**src/rtl/trace_fifo.sv**
```systemverilog
// trace_fifo: expected-store FIFO, one push and up to NCH pops per cycle.
//   clk, reset     : clock, asynchronous active-low reset
//   push_i/_data_i : write one entry (ignored while full)
//   pop_cnt_i      : number of head entries consumed this cycle (<= count)
//   flush_i        : discard all contents (wins over push/pop)
//   peek_o         : the NCH oldest entries, entry k at bits [k*W +: W]
//   count_o        : current occupancy
//   full_o         : occupancy == DEPTH
module trace_fifo #(
    parameter int NCH   = 2,
    parameter int DEPTH = 64,
    parameter int W     = 64
) (
    input  logic                   clk,
    input  logic                   reset,
    input  logic                   push_i,
    input  logic [W-1:0]           push_data_i,
    input  logic [$clog2(DEPTH):0] pop_cnt_i,
    input  logic                   flush_i,
    output logic [NCH*W-1:0]       peek_o,
    output logic [$clog2(DEPTH):0] count_o,
    output logic                   full_o
);

    localparam int PW = $clog2(DEPTH);

    logic [W-1:0]  mem_q [DEPTH];
    logic [PW-1:0] wr_ptr_q;
    logic [PW-1:0] rd_ptr_q;
    logic [PW:0]   count_q;
    logic          push_ok;

    assign full_o  = (count_q == (PW+1)'(DEPTH));
    assign push_ok = push_i & ~full_o;
    assign count_o = count_q;

    // Pointers wrap naturally because DEPTH is a power of two.
    always_ff @(posedge clk or negedge reset) begin
        if (!reset) begin
            wr_ptr_q <= '0;
            rd_ptr_q <= '0;
            count_q  <= '0;
        end else if (flush_i) begin
            wr_ptr_q <= '0;
            rd_ptr_q <= '0;
            count_q  <= '0;
        end else begin
            if (push_ok) wr_ptr_q <= wr_ptr_q + PW'(1);
            rd_ptr_q <= rd_ptr_q + PW'(pop_cnt_i);
            count_q  <= count_q + (PW+1)'(push_ok) - pop_cnt_i;
        end
    end

    always_ff @(posedge clk) begin
        if (push_ok) mem_q[wr_ptr_q] <= push_data_i;
    end

    for (genvar k = 0; k < NCH; k++) begin : g_peek
        assign peek_o[k*W +: W] = mem_q[rd_ptr_q + PW'(k)];
    end

endmodule

```
**config.mk**
```make
export PLATFORM = sky130hd
export DESIGN_NAME = trace_fifo
export DESIGN_NICKNAME = d
export VERILOG_FILES = /design/src/rtl/trace_fifo.sv
export SDC_FILE = /design/constraint.sdc
export NUM_CORES = 2
export LEC_CHECK = 0
export BUFFER_PORTS_ARGS = -buffer_cell sky130_fd_sc_hd__buf_2
export CAP_MARGIN = 20
export CORE_AREA = 2 2 613 615
export CTS_BUF_LIST = sky130_fd_sc_hd__clkbuf_16
export DETAILED_ROUTE_END_ITERATION = 8
export DIE_AREA = 0 0 615 617
export GPL_ROUTABILITY_DRIVEN = 0
export PLACE_DENSITY_LB_ADDON = 0.12
export REMOVE_ABC_BUFFERS = 1
export SYNTH_ARGS = -nofsm -noshare
export SYNTH_HDL_FRONTEND = slang
export SYNTH_SLANG_ARGS = --single-unit
```
**constraint.sdc**
```tcl
create_clock -name clk -period 4.93 [get_ports clk]
set_input_delay 0.986 -clock clk [delete_from_list [all_inputs] [get_ports clk]]
set_output_delay 0.986 -clock clk [all_outputs]
set_load 0.005 [all_outputs]
```
==> flow_summary_export.csv <==
group,metric,value,unit
status,status,"finished with violations",
status,violations,"negative setup slack",
timing,setup_ws,-0.0440,ns
yosys,synth-edff-count,4096,
die,core-area,374000,sq um
timing,slew_violations,0,
yosys,yosysUniqueCellTypes,49,
yosys,synth_seq_area_share,0.651,
timing,relSlewSlack,0.205,
worst_setup_path,path_buf_inv,6,
cells_and_area,nNetsFinal,10400,
global_routing,grt_pass1_wl,907,mm
placement,detailedPlacementHpwl,355,mm
worst_setup_path,critPathArrivalTime,3.99,ns
power,p_total,102,mW
timing,finClkSkew,0.0784,ns
yosys,synth_seq_cells,4115,
worst_setup_path,rrSetupSlack,0.71,ns
power,power_frac_clock,0.322,
worst_setup_path,worst_path_max_delay_cell,"dfrtp_4",
worst_setup_path,end_kind,"output pin",
timing,fin_crit,4.97,ns
timing,hold_violations,0,
power,power.share.sequential,0.383,
power,switchingPower,32.4,mW
timing,fmax,201,MHz
routing,vias,115000,
power,peakVddDrop,374,uV
yosys,synthTopCellsByArea,"edfxtp_1 (65%), mux4_2 (24%), mux2i_1 (1.8%)",
power,pwr-share-comb,0.295,
global_routing,gr-total-overflow,0,
worst_setup_path,path_cells,"buf_12 > ha_4 > xor2_4 > buf_12 > buf_16 > buf_16 > buf_12 > nand2_1 > a32oi_1 > a31oi_1 > a311o_1 > a31oi_2 > buf_2",
die,initial_core_util,0.508,
worst_setup_path,critical_path.most_common_cell,"buf_12",
clocking,clock_latency,1.03,ns
placement,port_buffers,210,
timing,rsz0062_at_grt,"yes",
global_routing,track_usage,0.343,
routing,wirelength,666,mm
clocking,cts_buffers,435,
die,die_x,615,um
die,row_count,225,
routing,drcViolationCount,0,
timing,post-route-period-util,1.01,
yosys,synth-async-reset-ratio,0.00462,
yosys,syn_avg_cell_area,19.5,sq um
die,die_h,617,um
cells_and_area,n_fill_cell,26600,
cells_and_area,synthToLayoutAreaGrowth,16.7,%
power,p_per_area,460,nW/um^2
worst_setup_path,critPathLaunch,"rd_ptr_q[1]$_DFF_PN0_",
yosys,synth_top_area_share,0.649,
timing,holdWs,0.0738,ns
global_routing,antenna_found_initial,28,
routing,wl_per_cell,42.5,um
worst_setup_path,cp_top_family,"buffers and inverters",
cells_and_area,final_cell_mix,"edfxtp_1 (4096), mux4_2 (2012), nand2_1 (827), clkbuf_16 (474), nand3_1 (340)",
worst_setup_path,cp_max_fo,18,
routing,viasPerCell,7.35,
die,pin_count,211,
clocking,clk_pin_slew,0.06,ns
worst_setup_path,worstPathRequired,3.94,ns
yosys,ys.flop_type,"edfxtp_1",
worst_setup_path,r2r-start,"count_o[3]$_DFF_PN0_",
yosys,yosysTopAreaCell,"edfxtp_1",
timing,finalSetupViolCount,17,
worst_setup_path,path_class,"reg -> out",
clocking,cts_root_buffer,"clkbuf_16",
job,drv_cap,0,
worst_setup_path,r2r_cells,15,
cells_and_area,drive_above_1_share,0.366,
timing,worstMarginPinSlew,1.19,ns
clocking,htree_levels,5,
die,dieArea,379000,sq um
power,leakage,68.9,nW
cells_and_area,final_common_cell,"edfxtp_1",
worst_setup_path,start_kind,"register",
global_routing,grt_pass1_vias,114000,
power,switching_share,0.318,
clocking,ctsHoldBuffers,0,
routing,postRouteAntennaNets,0,
power,p_int,69.5,mW
clocking,cts_num_sinks,4115,
global_routing,grt_max_degree,68,
yosys,syn-cell-area,190000,sq um
routing,firstDrtPassIters,7,
clocking,cts_buffer_depth,4,
routing,drt_iter0_drc,19000,
worst_setup_path,r2r-end,"count_o[6]$_DFF_PN0_",
clocking,cts_tree,"built",
worst_setup_path,max_stage_delay,0.50,ns
hold_path,hold_class,"in -> async",
yosys,synth_warnings,0,
yosys,syn_inst,9717,
[metrics by stage]
stage	setup slack (ns)	setup TNS [ns]	std cells	utilization	instance area, sq um
after floorplan	-82.55	-9573.14	8917	-	186000
after global placement	0.540	0	14600	0.536	200000
after detailed placement	0.449	0	14600	0.536	200000
after CTS	-0.0713	-0.706	15600	0.586	219000
after global routing	-0.0926	-1.09	15700	0.592	221000
final	-0.0440	-0.354	15700	0.593	221000
[metal layers]
metal,wire (um),global-route usage,up-vias
met4,37500,0.165,8
li1,-,-,43100
met5,56,0,-
met1,238000,0.468,61700
met2,304000,0.519,8797
met3,87400,0.0925,1661
[cell usage after synthesis, types with 65 or more instances]
cell and count:
a32oi_1 65, a21oi_1 158, buf_1 65, buf_2 271
nand3_1 342, a211oi_1 107, a31oi_1 190, buf_4 88
edfxtp_1 4096, nor2_1 85, clkbuf_1 355, a22oi_1 129
o22ai_1 88, mux4_2 2012, nand2_1 835, mux2i_1 339
[cell families after synthesis]
family,Yosys count,share of synthesized area
AO/OA/AOI/OAI,1023,0.0375
flip-flops,4115,0.651
multiplexers,2372,0.258
AND/OR/NAND/NOR,1347,0.0301
buffers and inverters,818,0.0206
adder cells (fa/ha/maj),21,0.00146
XOR/XNOR,21,0.00119
[layout make-up]
cell class / instances / area (sq um) / share of cell area
Timing Repair Buffer: 953 / 13000 / 0.0589
Antenna cell: 16 / 40.0 / 0.000181
Clock inverter: 367 / 3150 / 0.0142
Inverter: 18 / 80.1 / 0.000362
Clock buffer: 441 / 11000 / 0.0499
Sequential cell: 4115 / 123000 / 0.558
Multi-Input combinational cell: 4787 / 64300 / 0.290
Tap cell: 4994 / 6250 / 0.0282
[worst max-delay path by stage]
stage,end,slack [ns],cells past startpoint
2_1_floorplan,peek_o[126],-82.55,5
3_3_place_gp,peek_o[123],0.54,10
3_5_place_dp,peek_o[122],0.45,10
4_1_cts,peek_o[122],-0.07,12
5_1_grt,peek_o[116],-0.09,13
6_report,peek_o[97],-0.04,13
[power groups by stage]
stage	Sequential [mW]	Combinational, mW	Clock (mW)
2_1_floorplan	40.3	17.7	0
3_3_place_gp	39.7	25.2	0
3_5_place_dp	39.7	25.3	0
4_1_cts	39.0	28.2	33.0
5_1_grt	39.0	30.8	34.3
6_report	39.0	30.0	32.8
[repair_timing]
| item | CTS | global route |
|---|---|---|
| setup buffers | 65 | 69 |
| endpoints found under the hold margin | 0 | 0 |
| gates resized for setup | 308 | 175 |
| setup endpoints to repair | 127 | 97 |
| gates cloned | 69 | 35 |
| pin swaps | 29 | 68 |
[sequential cells by signal (all words and copies together) (netlist names)]
register  cells
count_o       7
mem_q      4096
rd_ptr_q      6
wr_ptr_q      6
(Power assumes the default switching activity.)
